==> config.mk <==
export PLATFORM = sky130hd
export DESIGN_NAME = execute_lsu_flat
export DESIGN_NICKNAME = d
export VERILOG_FILES = /design/src/rtl/lsu_pkg.sv /design/src/rtl/execute_lsu_if.sv /design/src/rtl/execute_lsu_align.sv /design/src/rtl/execute_lsu.sv /design/src/flat_wrapper.sv
export SDC_FILE = /design/constraint.sdc
export NUM_CORES = 1
export LEC_CHECK = 0
export CORE_UTILIZATION = 45
export DETAILED_ROUTE_END_ITERATION = 7
export GPL_ROUTABILITY_DRIVEN = 0
export PLACE_DENSITY = 0.77
export SLEW_MARGIN = 30
export SYNTH_ARGS = -nofsm -noshare
export SYNTH_HDL_FRONTEND = slang
export SYNTH_SLANG_ARGS = --single-unit
==> constraint.sdc <==
create_clock -name clk -period 8.3 [get_ports clk]
set_clock_uncertainty 0.2 [all_clocks]
set_input_delay 2.075 -clock clk [delete_from_list [all_inputs] [get_ports clk]]
set_output_delay 2.075 -clock clk [all_outputs]
set_load 0.01 [all_outputs]
==> src/rtl/lsu_pkg.sv <==
// Shared types and helpers for the execute-stage load/store unit.
package lsu_pkg;

  localparam logic [1:0] LSU_SIZE_1 = 2'd0;
  localparam logic [1:0] LSU_SIZE_2 = 2'd1;
  localparam logic [1:0] LSU_SIZE_4 = 2'd2;
  localparam logic [1:0] LSU_SIZE_8 = 2'd3;

  typedef enum logic [2:0] {
    IDLE,
    ACC0,
    ACC1,
    RDW,
    RESP
  } lsu_state_t;

  // Number of bytes moved by an access of the given size code.
  function automatic int size_bytes(input logic [1:0] size);
    int nb;
    nb = 8;
    case (size)
      LSU_SIZE_1: nb = 1;
      LSU_SIZE_2: nb = 2;
      LSU_SIZE_4: nb = 4;
      LSU_SIZE_8: nb = 8;
      default:    nb = 8;
    endcase
    return nb;
  endfunction

endpackage

==> src/rtl/execute_lsu_if.sv <==
// Request, data-memory and response signals of the load/store unit.
interface execute_lsu_if #(
  parameter int ADDR_W = 32,
  parameter int REG_W  = 64,
  parameter int DATA_W = 64,
  parameter int DISP_W = 32,
  parameter int RD_W   = 4
);
  localparam int B = DATA_W / 8;

  logic              req_valid;
  logic              req_ready;
  logic              req_store;
  logic [1:0]        req_size;
  logic              req_signed;
  logic [REG_W-1:0]  req_base;
  logic [DISP_W-1:0] req_disp;
  logic [REG_W-1:0]  req_st_data;
  logic [RD_W-1:0]   req_rd;

  logic [ADDR_W-1:0] mem_addr;
  logic              mem_re;
  logic [B-1:0]      mem_we;
  logic [DATA_W-1:0] mem_wdata;
  logic [DATA_W-1:0] mem_rdata;

  logic              resp_valid;
  logic [RD_W-1:0]   resp_rd;
  logic [REG_W-1:0]  resp_data;

  modport slave (
    input  req_valid, req_store, req_size, req_signed, req_base, req_disp,
           req_st_data, req_rd, mem_rdata,
    output req_ready, mem_addr, mem_re, mem_we, mem_wdata,
           resp_valid, resp_rd, resp_data
  );

  modport master (
    output req_valid, req_store, req_size, req_signed, req_base, req_disp,
           req_st_data, req_rd, mem_rdata,
    input  req_ready, mem_addr, mem_re, mem_we, mem_wdata,
           resp_valid, resp_rd, resp_data
  );

endinterface

==> src/rtl/execute_lsu_align.sv <==
// Byte-lane steering for stores and merge/extension for loads.
module execute_lsu_align
  import lsu_pkg::*;
#(
  parameter int  REG_W  = 64,
  parameter int  DATA_W = 64,
  localparam int B      = DATA_W / 8,
  localparam int OW     = $clog2(B)
) (
  input  logic [OW-1:0]     off_i,
  input  logic [1:0]        size_i,
  input  logic              sgn_i,
  input  logic [REG_W-1:0]  st_data_i,
  input  logic [DATA_W-1:0] rdata0_i,
  input  logic [DATA_W-1:0] rdata1_i,
  output logic [B-1:0]      we0_o,
  output logic [B-1:0]      we1_o,
  output logic [DATA_W-1:0] wdata0_o,
  output logic [DATA_W-1:0] wdata1_o,
  output logic [REG_W-1:0]  ld_result_o
);
  int                  n;
  logic [B-1:0]        mask;
  logic [2*B-1:0]      mask_sh;
  logic [2*DATA_W-1:0] st_sh;
  logic [REG_W-1:0]    r;
  logic                sbit;

  // Shift the byte mask and store data across a two-word window; the upper word is the spill.
  always_comb begin
    n = size_bytes(size_i);
    for (int i = 0; i < B; i++) mask[i] = (i < n);
    mask_sh  = {{B{1'b0}}, mask} << off_i;
    st_sh    = {{(2*DATA_W-REG_W){1'b0}}, st_data_i} << {off_i, 3'b000};
    we0_o    = mask_sh[B-1:0];
    we1_o    = mask_sh[2*B-1:B];
    wdata0_o = st_sh[DATA_W-1:0];
    wdata1_o = st_sh[2*DATA_W-1:DATA_W];
  end

  // Right-align the accessed bytes from both words, then sign- or zero-extend.
  always_comb begin
    r    = REG_W'({rdata1_i, rdata0_i} >> {off_i, 3'b000});
    sbit = r[REG_W-1];
    case (size_i)
      LSU_SIZE_1: sbit = r[7];
      LSU_SIZE_2: sbit = r[15];
      LSU_SIZE_4: sbit = r[31];
      default:    sbit = r[REG_W-1];
    endcase
    for (int i = 0; i < REG_W; i++) ld_result_o[i] = (i < 8*n) ? r[i] : (sgn_i & sbit);
  end

endmodule

==> src/rtl/execute_lsu.sv <==
// Execute-stage load/store unit: effective address, split accesses, load merge.
//
// state | meaning
// IDLE  | waiting for a request, ready
// ACC0  | memory cycle on the first word
// ACC1  | memory cycle on the following word (straddling access)
// RDW   | last read word arrives, result is formed
// RESP  | load result presented, ready for the next request
module execute_lsu
  import lsu_pkg::*;
#(
  parameter int ADDR_W = 32,
  parameter int REG_W  = 64,
  parameter int DATA_W = 64,
  parameter int DISP_W = 32,
  parameter int RD_W   = 4
) (
  input  logic         clk,
  input  logic         rstn,
  execute_lsu_if.slave bus
);
  localparam int B  = DATA_W / 8;
  localparam int OW = $clog2(B);
  localparam int WA = ADDR_W - OW;

  lsu_state_t        state_q, state_d;
  logic              store_q, store_d;
  logic [1:0]        size_q, size_d;
  logic              sgn_q, sgn_d;
  logic [OW-1:0]     off_q, off_d;
  logic [WA-1:0]     w0_q, w0_d;
  logic              split_q, split_d;
  logic [REG_W-1:0]  st_q, st_d;
  logic [RD_W-1:0]   rd_q, rd_d;
  logic [DATA_W-1:0] rdata0_q;

  logic [ADDR_W-1:0] mem_addr_q, mem_addr_d;
  logic              mem_re_q, mem_re_d;
  logic [B-1:0]      mem_we_q, mem_we_d;
  logic [DATA_W-1:0] mem_wdata_q, mem_wdata_d;
  logic              resp_valid_q, resp_valid_d;
  logic [RD_W-1:0]   resp_rd_q, resp_rd_d;
  logic [REG_W-1:0]  resp_data_q, resp_data_d;

  logic              req_ready, accept, split_c;
  logic [DISP_W-1:0] disp_c;
  logic [ADDR_W-1:0] ea_c;
  logic [DATA_W-1:0] rdata0_sel;
  logic [B-1:0]      we0, we1;
  logic [DATA_W-1:0] wdata0, wdata1;
  logic [REG_W-1:0]  ld_result;

  assign req_ready  = rstn && (state_q == IDLE || state_q == RESP);
  assign accept     = bus.req_valid && req_ready;
  assign disp_c     = bus.req_disp;
  assign ea_c       = ADDR_W'(bus.req_base) + ADDR_W'($signed(disp_c));
  assign split_c    = (int'(ea_c[OW-1:0]) + size_bytes(bus.req_size)) > B;
  // The first word of a split load was captured during ACC1; otherwise it is on the bus now.
  assign rdata0_sel = split_q ? rdata0_q : bus.mem_rdata;

  execute_lsu_align #(
    .REG_W (REG_W),
    .DATA_W(DATA_W)
  ) u_align (
    .off_i      (off_d),
    .size_i     (size_d),
    .sgn_i      (sgn_d),
    .st_data_i  (st_d),
    .rdata0_i   (rdata0_sel),
    .rdata1_i   (bus.mem_rdata),
    .we0_o      (we0),
    .we1_o      (we1),
    .wdata0_o   (wdata0),
    .wdata1_o   (wdata1),
    .ld_result_o(ld_result)
  );

  // Next state and request latching.
  always_comb begin
    state_d = state_q;
    store_d = store_q;
    size_d  = size_q;
    sgn_d   = sgn_q;
    off_d   = off_q;
    w0_d    = w0_q;
    split_d = split_q;
    st_d    = st_q;
    rd_d    = rd_q;
    if (accept) begin
      store_d = bus.req_store;
      size_d  = bus.req_size;
      sgn_d   = bus.req_signed;
      off_d   = ea_c[OW-1:0];
      w0_d    = ea_c[ADDR_W-1:OW];
      split_d = split_c;
      st_d    = bus.req_st_data;
      rd_d    = bus.req_rd;
    end
    case (state_q)
      IDLE:    if (accept) state_d = ACC0;
      ACC0:    state_d = split_q ? ACC1 : (store_q ? IDLE : RDW);
      ACC1:    state_d = store_q ? IDLE : RDW;
      RDW:     state_d = RESP;
      RESP:    state_d = accept ? ACC0 : IDLE;
      default: state_d = IDLE;
    endcase
  end

  // Outputs for the state being entered, so they can be registered.
  always_comb begin
    mem_addr_d   = '0;
    mem_re_d     = 1'b0;
    mem_we_d     = '0;
    mem_wdata_d  = '0;
    resp_valid_d = 1'b0;
    resp_rd_d    = '0;
    resp_data_d  = '0;
    case (state_d)
      ACC0: begin
        mem_addr_d = {{OW{1'b0}}, w0_d};
        if (store_d) begin
          mem_we_d    = we0;
          mem_wdata_d = wdata0;
        end else begin
          mem_re_d = 1'b1;
        end
      end
      ACC1: begin
        mem_addr_d = {{OW{1'b0}}, w0_d + WA'(1)};
        if (store_d) begin
          mem_we_d    = we1;
          mem_wdata_d = wdata1;
        end else begin
          mem_re_d = 1'b1;
        end
      end
      RESP: begin
        resp_valid_d = 1'b1;
        resp_rd_d    = rd_d;
        resp_data_d  = ld_result;
      end
      default: ;
    endcase
  end

  // State, latched request and registered outputs; reset drops any access in flight.
  always_ff @(posedge clk) begin
    if (!rstn) begin
      state_q      <= IDLE;
      store_q      <= 1'b0;
      size_q       <= '0;
      sgn_q        <= 1'b0;
      off_q        <= '0;
      w0_q         <= '0;
      split_q      <= 1'b0;
      st_q         <= '0;
      rd_q         <= '0;
      rdata0_q     <= '0;
      mem_addr_q   <= '0;
      mem_re_q     <= 1'b0;
      mem_we_q     <= '0;
      mem_wdata_q  <= '0;
      resp_valid_q <= 1'b0;
      resp_rd_q    <= '0;
      resp_data_q  <= '0;
    end else begin
      state_q      <= state_d;
      store_q      <= store_d;
      size_q       <= size_d;
      sgn_q        <= sgn_d;
      off_q        <= off_d;
      w0_q         <= w0_d;
      split_q      <= split_d;
      st_q         <= st_d;
      rd_q         <= rd_d;
      if (state_q == ACC1) rdata0_q <= bus.mem_rdata;
      mem_addr_q   <= mem_addr_d;
      mem_re_q     <= mem_re_d;
      mem_we_q     <= mem_we_d;
      mem_wdata_q  <= mem_wdata_d;
      resp_valid_q <= resp_valid_d;
      resp_rd_q    <= resp_rd_d;
      resp_data_q  <= resp_data_d;
    end
  end

  assign bus.req_ready  = req_ready;
  assign bus.mem_addr   = mem_addr_q;
  assign bus.mem_re     = mem_re_q;
  assign bus.mem_we     = mem_we_q;
  assign bus.mem_wdata  = mem_wdata_q;
  assign bus.resp_valid = resp_valid_q;
  assign bus.resp_rd    = resp_rd_q;
  assign bus.resp_data  = resp_data_q;

endmodule

==> src/flat_wrapper.sv <==
// flat-port wrapper written by rule: the top's interface ports become plain ports
module execute_lsu_flat import lsu_pkg::*;
#(
  parameter int ADDR_W = 32,
  parameter int REG_W  = 64,
  parameter int DATA_W = 64,
  parameter int DISP_W = 32,
  parameter int RD_W   = 4
)
  (clk, rstn, bus_req_valid, bus_req_store, bus_req_size, bus_req_signed, bus_req_base, bus_req_disp, bus_req_st_data, bus_req_rd, bus_mem_rdata, bus_req_ready, bus_mem_addr, bus_mem_re, bus_mem_we, bus_mem_wdata, bus_resp_valid, bus_resp_rd, bus_resp_data);
  execute_lsu_if #(.ADDR_W(ADDR_W), .REG_W(REG_W), .DATA_W(DATA_W), .DISP_W(DISP_W), .RD_W(RD_W)) bus_i ();
  input  logic clk;
  input  logic rstn;
  input wire logic [$bits(bus_i.req_valid)-1:0] bus_req_valid;
  input wire logic [$bits(bus_i.req_store)-1:0] bus_req_store;
  input wire logic [$bits(bus_i.req_size)-1:0] bus_req_size;
  input wire logic [$bits(bus_i.req_signed)-1:0] bus_req_signed;
  input wire logic [$bits(bus_i.req_base)-1:0] bus_req_base;
  input wire logic [$bits(bus_i.req_disp)-1:0] bus_req_disp;
  input wire logic [$bits(bus_i.req_st_data)-1:0] bus_req_st_data;
  input wire logic [$bits(bus_i.req_rd)-1:0] bus_req_rd;
  input wire logic [$bits(bus_i.mem_rdata)-1:0] bus_mem_rdata;
  output wire logic [$bits(bus_i.req_ready)-1:0] bus_req_ready;
  output wire logic [$bits(bus_i.mem_addr)-1:0] bus_mem_addr;
  output wire logic [$bits(bus_i.mem_re)-1:0] bus_mem_re;
  output wire logic [$bits(bus_i.mem_we)-1:0] bus_mem_we;
  output wire logic [$bits(bus_i.mem_wdata)-1:0] bus_mem_wdata;
  output wire logic [$bits(bus_i.resp_valid)-1:0] bus_resp_valid;
  output wire logic [$bits(bus_i.resp_rd)-1:0] bus_resp_rd;
  output wire logic [$bits(bus_i.resp_data)-1:0] bus_resp_data;
  assign bus_i.req_valid = bus_req_valid;
  assign bus_i.req_store = bus_req_store;
  assign bus_i.req_size = bus_req_size;
  assign bus_i.req_signed = bus_req_signed;
  assign bus_i.req_base = bus_req_base;
  assign bus_i.req_disp = bus_req_disp;
  assign bus_i.req_st_data = bus_req_st_data;
  assign bus_i.req_rd = bus_req_rd;
  assign bus_i.mem_rdata = bus_mem_rdata;
  assign bus_req_ready = bus_i.req_ready;
  assign bus_mem_addr = bus_i.mem_addr;
  assign bus_mem_re = bus_i.mem_re;
  assign bus_mem_we = bus_i.mem_we;
  assign bus_mem_wdata = bus_i.mem_wdata;
  assign bus_resp_valid = bus_i.resp_valid;
  assign bus_resp_rd = bus_i.resp_rd;
  assign bus_resp_data = bus_i.resp_data;
  execute_lsu #(.ADDR_W(ADDR_W), .REG_W(REG_W), .DATA_W(DATA_W), .DISP_W(DISP_W), .RD_W(RD_W)) u_core (.clk(clk), .rstn(rstn), .bus(bus_i));
endmodule
==> results.md <==
Logic synthesis:
- In the synthesized netlist the async set-or-reset flop fraction comes to 0%.
- The sequential element share of the synthesized area is 33.1%.
- The Yosys step of the flow raised 0 warnings.
- The synthesized flop and latch total is 343.
- The per-instance average area after synthesis is 7.84 um^2.
- The post-synthesis cell count is 2,647.
- The count of unique library cells instantiated by Yosys is 93.
- The most used flip-flop cell after synthesis is dfxtp_1.
- The mapped cell area is 20,700 um^2.
- The number of enable-type register cells in the synthesized netlist is 0.

Status:
- The run finished with clean final reports.

Floorplan:
- The standard cell core area is 45,400 um^2.
- The initial utilization of the core area, before any placement, comes to 45.7%.
- The die is 217 um wide.
- The die covers 47,000 um^2.
- The initialized floorplan defines 78 standard-cell rows.
- The boundary pin count is 410.
- The floorplan die height is 217 um.

GRT:
- The largest net degree at the start of global routing is 101.
- The number of antenna violations at the first check in global routing came to 17.
- The remaining global-route overflow is 0.
- Global routing used 29.4% of the available tracks across all layers.
- The global-route wire length before repair is 109,000 um.
- The via count of the first global-routing pass is 20,000.

Worst setup path:
- The type of origin of the critical path is a primary input.
- Walking the worst path, the cells encountered are clkdlybuf4s50_1 > ha_4 > inv_1 > fa_1 > inv_1 > mux2i_4 > mux2i_1 > nand2_1 > and3_1 > o21ai_0 > o221ai_1 > nand2_1 > or2_1 > o21ai_0.
- Data on the critical path arrives at its endpoint at 6.37 ns.
- For the worst setup path, the data required time is 8.48 ns.
- The cell family contributing the most delay on the critical path is simple AND/OR/NAND/NOR gates.
- For this run, the slowest stage of the critical path takes 0.75 ns.
- Of all nets on the critical path, the largest fanout is 32.
- The number of buffer and inverter stages on the critical path is 3.
- The endpoint class of the critical path is a register.
- The slowest cell on the critical path is fa_1.
- The type of the worst setup path is primary input to register.

Clock network:
- Gates resized during post-CTS repair numbered 0.
- In this run the post-CTS setup repair buffer count came out at 0.
- After clock tree synthesis, the clock-pin slew on the worst setup and hold paths is 0.06 ns.
- The number of buffers inserted during clock tree synthesis is 40.
- TritonCTS built the clock tree.
- The tree is rooted in a clkbuf_16.
- The H-tree was split into 2 levels.
- The number of sinks handled by clock tree synthesis is 343.
- After clock tree synthesis, the flow added hold-fix buffers numbering 0.
- Counting along the longest clock path gives a buffer depth of 3.
- The later-pin clock latency in the skew report is 0.57 ns.

Pwr:
- The maximum VDD drop is 0.186 mV.
- The power density normalized to cell area is 199 nW/um^2.
- For this design the static power due to leakage is 9.87 nW.

Route:
- The first routing iteration left 2,229 violations.
- The total via count after detailed routing is 20,900.
- Once detail routing completed, the nets flagged for antenna violations numbered 0.
- The average wire per cell in the routed design is 20.2 um.
- The first TritonRoute pass finished after 6 iterations.
- The via density per instance is 5.93.
- After detailed routing, the number of remaining DRC violations is 0.
- The post-detailed-routing wire length is 71,100 um.

Place:
- During placement, the flow inserted port buffers numbering 374.
- Once detailed placement completed, the half-perimeter wirelength came to 51,500 um.

Job:
- Max-cap violations in this run came to 0.

Timing:
- The worst-case hold slack is 0.262 ns.
- The worst-margin pin slew is 1.05 ns.
- Setup violations remaining at the end of the flow were counted as 0.
- The worst path in the final design needs a cycle of 6.19 ns, including I/O delays and setup.
- For the final routed database, the setup TNS stands at 0 ns.
- Setup repair after global routing left no endpoint under its margin.
- The number of failing hold endpoints at the final stage is 0.
- The number of max-slew violations in the final report is 0.
- The highest clock rate is 161 MHz.
- The relative max-transition margin is 30.0%.
- Dividing the final minimum period by the clock period gives 74.6%.

Layout:
- The synthesis-to-layout area growth is 26.6%.
- The final layout contains 3,165 nets.
- The fill cell instance count of the final layout is 4,000.
- The proportion of layout cells with a drive suffix above 1 is 8.22%.
- The utilization of the core after routing is 57.8%.

Worst hold path:
- The path category of the worst min-delay check is register to register.
[final cells by class]
class / count / area [um^2] / area share, %
multi-input cells: 2087 / 13100 / 49.7
flip-flops and latches: 343 / 6870 / 26.2
repair buffers: 406 / 4040 / 15.4
clock buffers: 57 / 1170 / 4.48
well taps: 600 / 751 / 2.86
clock inverters: 13 / 283 / 1.08
inverters: 15 / 56.3 / 0.214
diodes: 7 / 17.5 / 0.0667
[path summary, 6_finish.rpt]
check / startpoint / endpoint / slack [ns] / depth (start not counted)
worst max-delay path: bus_req_disp[0] / u_core.bus.resp_data[39]$_SDFF_PN0_ / 2.11 / 14
worst min-delay path: u_core.rdata0_q[56]$_SDFFE_PN0N_ / u_core.rdata0_q[56]$_SDFFE_PN0N_ / 0.26 / 2
worst max register to register: u_core.state_q[0]$_SDFF_PN0_ / u_core.bus.resp_data[39]$_SDFF_PN0_ / 3.94 / 11
worst min register to register: u_core.rdata0_q[56]$_SDFFE_PN0N_ / u_core.rdata0_q[56]$_SDFFE_PN0N_ / 0.26 / 2
[where the power goes]
| part | switching (mW) | total [mW] | internal [mW] |
|---|---|---|---|
| clock network | 0.737 | 1.94 | 1.21 |
| registers | 0.0655 | 1.80 | 1.74 |
| logic | 0.897 | 1.48 | 0.579 |
| total | 1.70 | 5.22 | 3.52 |
[synthesized netlist by cell type (all sizes together) (3+ instances only)]
master | count | area [um^2]
nand2 | 551 | 2070
dfxtp | 343 | 6870
nor2 | 260 | 981
a21oi | 229 | 1160
mux2i | 142 | 1420
o21ai | 141 | 713
a21boi | 136 | 1020
clkbuf | 128 | 510
buf | 76 | 360
a211oi | 67 | 521
nor2b | 64 | 400
nand3 | 63 | 325
mux4 | 48 | 1080
a31oi | 44 | 290
mux2 | 36 | 413
ha | 35 | 438
and2 | 31 | 196
and3 | 16 | 103
a21o | 15 | 114
a31o | 15 | 131
inv | 15 | 56.3
nor3 | 13 | 65.1
nor3b | 12 | 101
xnor2 | 12 | 105
xor2 | 12 | 105
o21a | 11 | 82.6
o211ai | 10 | 85.1
a221oi | 9 | 78.8
a22o | 9 | 78.8
nand4 | 9 | 56.3
or2 | 9 | 56.3
o22a | 8 | 70.1
nand2b | 7 | 43.8
nor4 | 7 | 65.1
a32oi | 5 | 43.8
and4 | 5 | 47.6
o22ai | 5 | 31.3
or3 | 5 | 37.5
a22oi | 4 | 30.0
o2111ai | 4 | 35.0
o31a | 4 | 35.0
o31ai | 4 | 43.8
and3b | 3 | 26.3
o221ai | 3 | 26.3
[placed cells by master (no fill, tap or decap), types with 8 or more instances in the layout]
cell type and instances:
nand2_1 550, clkdlybuf4s50_1 373, dfxtp_1 341, nor2_1 256, a21oi_1 227, mux2i_1 140, a21boi_0 133, o21ai_0 123
a211oi_1 65, nor2b_1 64, nand3_1 61, mux4_2 48, a31oi_1 43, clkbuf_16 40, ha_1 34, mux2_2 32
and2_1 28, buf_4 27, inv_1 15, a21o_1 14, and3_1 14, o21ai_1 13, nor3_1 13, xnor2_1 12
xor2_1 12, o21a_1 11, a31o_2 11, clkbuf_8 11, nor3b_1 10, nand4_1 9, a221oi_1 9, a22o_1 9
or2_2 8, o211ai_1 8, o22a_1 8
[worst min-delay path, cell delays in order, from the launching register on]
cell and delay [ns]:
dfxtp_1 0.30, nand2_1 0.05, a21boi_0 0.06
[layer usage]
layer	wire [um]	GRT usage (%)	part of all wire, %	vias up
met2	33100	48.5	47	1064
met3	6980	7.68	9.8	244
met1	26400	33.9	37	9769
met5	141	0	0.20	-
met4	4510	18.2	6.3	22
li1	-	-	-	9835
[state kept, by name, summed over array words and instances, names as in the netlist, 2 cells and up]
| name | cells |
|---|---|
| u_core.bus.mem_addr | 29 |
| u_core.bus.mem_wdata | 64 |
| u_core.bus.mem_we | 8 |
| u_core.bus.resp_data | 64 |
| u_core.bus.resp_rd | 4 |
| u_core.off_q | 3 |
| u_core.rd_q | 4 |
| u_core.rdata0_q | 64 |
| u_core.size_q | 2 |
| u_core.st_q | 64 |
| u_core.state_q | 3 |
| u_core.w0_q | 29 |
[cells by family after synthesis]
group	Yosys count	share of synthesized area [%]
xor gates and xnor gates	24	1.01
adders and majority gates	38	2.35
and+or+nand+nor	1061	22.3
AOI/OAI and AO/OA	735	22.7
muxes	226	14.1
DFF	343	33.1
buffers and inverters	219	4.47
other	1	0.0181
[stage by stage]
stage	area, um^2	cells	worst slack [ns]	total power, mW
5_1_grt	26200	3525	1.78	5.45
2_1_floorplan	20700	2649	2.79	2.80
3_3_place_gp	24700	3447	1.69	3.23
3_5_place_dp	24700	3449	1.61	3.27
4_1_cts	26200	3519	2.13	5.21
6_report	26300	3528	2.11	5.22
No activity file was read; power rests on OpenSTA's default activity.
==> patch (config.mk and constraints unchanged) <==
Make the reset (`rstn`) asynchronous in one clocked block.
--- a/src/rtl/execute_lsu.sv
+++ b/src/rtl/execute_lsu.sv
@@ -145,5 +145,5 @@
 
   // State, latched request and registered outputs; reset drops any access in flight.
-  always_ff @(posedge clk) begin
+  always_ff @(posedge clk or negedge rstn) begin
     if (!rstn) begin
       state_q      <= IDLE;
Formal check against the unedited RTL: not equivalent (Yosys sat finds a counterexample within 4 cycles, from zero or initial values and one cycle with rstn low; the reset may be asserted at any time).
==> patch against the unedited design <==
  * Routed wire length down 4.5%
  * Core utilization up 0.48 points
  * Synthesized area down 0.94%
  * Design area down 0.90%
  * Sequential cell count unchanged
  * Worst setup slack better by 0.12 ns
  * Largest cell class unchanged
Power is not compared: it rests on default switching activity, and its combinational part moved more than twofold at a synthesized area within 25%.
==> patch: results <==
<?xml version="1.0" encoding="UTF-8"?>
<metrics>
  <group name="floorplan">
    <metric name="chipWidth" unit="um">215.7</metric>
  </group>
  <group name="sta">
    <metric name="max_slew.worst_pin.slew" unit="ns">1.007</metric>
  </group>
  <group name="grt">
    <metric name="grt_use_total" unit="">0.2886</metric>
    <metric name="grt_start_max_net_pins" unit="">108</metric>
    <metric name="grt_pass1_vias" unit="">18474</metric>
    <metric name="antenna_found_initial" unit="">9</metric>
    <metric name="grt_pass1_wl" unit="mm">105.9</metric>
  </group>
  <group name="finish">
    <metric name="clockNetworkAreaShare" unit="">0.05035</metric>
    <metric name="multiInputCombCellCount" unit="">1630</metric>
    <metric name="sh_seq_area" unit="">0.3300</metric>
    <metric name="multi_input_logic_portion_of_the_cell_area" unit="">0.4259</metric>
  </group>
  <group name="yosys">
    <metric name="synth_async_sr_flop_share" unit="">1.000</metric>
    <metric name="yosys-top-cells-count" unit="">sky130_fd_sc_hd__nand2_1 (365), sky130_fd_sc_hd__dfrtp_1 (343), sky130_fd_sc_hd__mux2i_1 (185)</metric>
    <metric name="synthesized_netlist_cell_count" unit="">2212</metric>
    <metric name="synth_compound_gate_area_share" unit="">0.1582</metric>
    <metric name="post_synth_main_area_contributors" unit="">sky130_fd_sc_hd__dfrtp_1 (42%), sky130_fd_sc_hd__mux2i_1 (9.0%), sky130_fd_sc_hd__nand2_1 (6.7%), sky130_fd_sc_hd__mux4_2 (5.3%), sky130_fd_sc_hd__mux2_2 (4.1%)</metric>
    <metric name="post_synth_xor_area_fraction" unit="">0.01023</metric>
    <metric name="synth_mux_area_frac" unit="">0.1838</metric>
  </group>
  <group name="placed_design">
    <metric name="pre_cts_slack" unit="ns">1.675</metric>
    <metric name="dpl-instance-area" unit="mm2">0.02468</metric>
    <metric name="dp_hpwl" unit="mm">47.86</metric>
  </group>
  <group name="critical_path">
    <metric name="timing.reg2reg.setup_slack" unit="ns">3.83</metric>
    <metric name="cell_family_with_the_largest_share_of_critical_path_delay" unit="">buffers and inverters</metric>
    <metric name="cpPeakStageDelay" unit="ns">0.64</metric>
    <metric name="critPathArrivalTime" unit="ns">6.32</metric>
  </group>
  <group name="route">
    <metric name="drt-initial-drc-count" unit="">2223</metric>
    <metric name="met2_wirelength" unit="mm">30.82</metric>
    <metric name="m1WireLength" unit="mm">27.03</metric>
  </group>
  <group name="status">
    <metric name="run_status" unit="">finished, final reports clean</metric>
  </group>
  <group name="clock_tree">
    <metric name="tritoncts.num_buffers" unit="">39</metric>
  </group>
  <group name="worst_hold_path">
    <metric name="min_to" unit="">u_core.rd_q[2]</metric>
  </group>
</metrics>
## patch: cell count changes after synthesis, sizes merged, moves of 35 or more
cell,before,now
mux2i,142,185
dfrtp,0,343
clkbuf,128,93
mux2,36,75
nor2b,64,7
a211oi,67,28
a21oi,229,151
dfxtp,343,0
a21boi,136,7
nor2,260,143
nand2,551,365
inv,15,86
## patch: metrics by stage
stage | utilization | hold WS, ns | total power, mW
finish | 0.5832 | 0.2821 | 9.783
global route | 0.5831 | 0.3081 | 10.35
CTS | 0.5828 | 0.2756 | 9.685
detailed placement | 0.5534 | 0.2611 | 7.854
global placement | 0.5533 | 0.2568 | 7.662
floorplan | - | 0.2394 | 6.167
## patch: power groups by stage
stage | combinational (mW) | sequential, mW | clock [mW]
finish | 5.42 | 2.61 | 1.76
global route | 5.83 | 2.66 | 1.86
CTS | 5.30 | 2.59 | 1.79
detailed placement | 5.25 | 2.61 | 0
global placement | 5.08 | 2.58 | 0
floorplan | 3.55 | 2.62 | 0
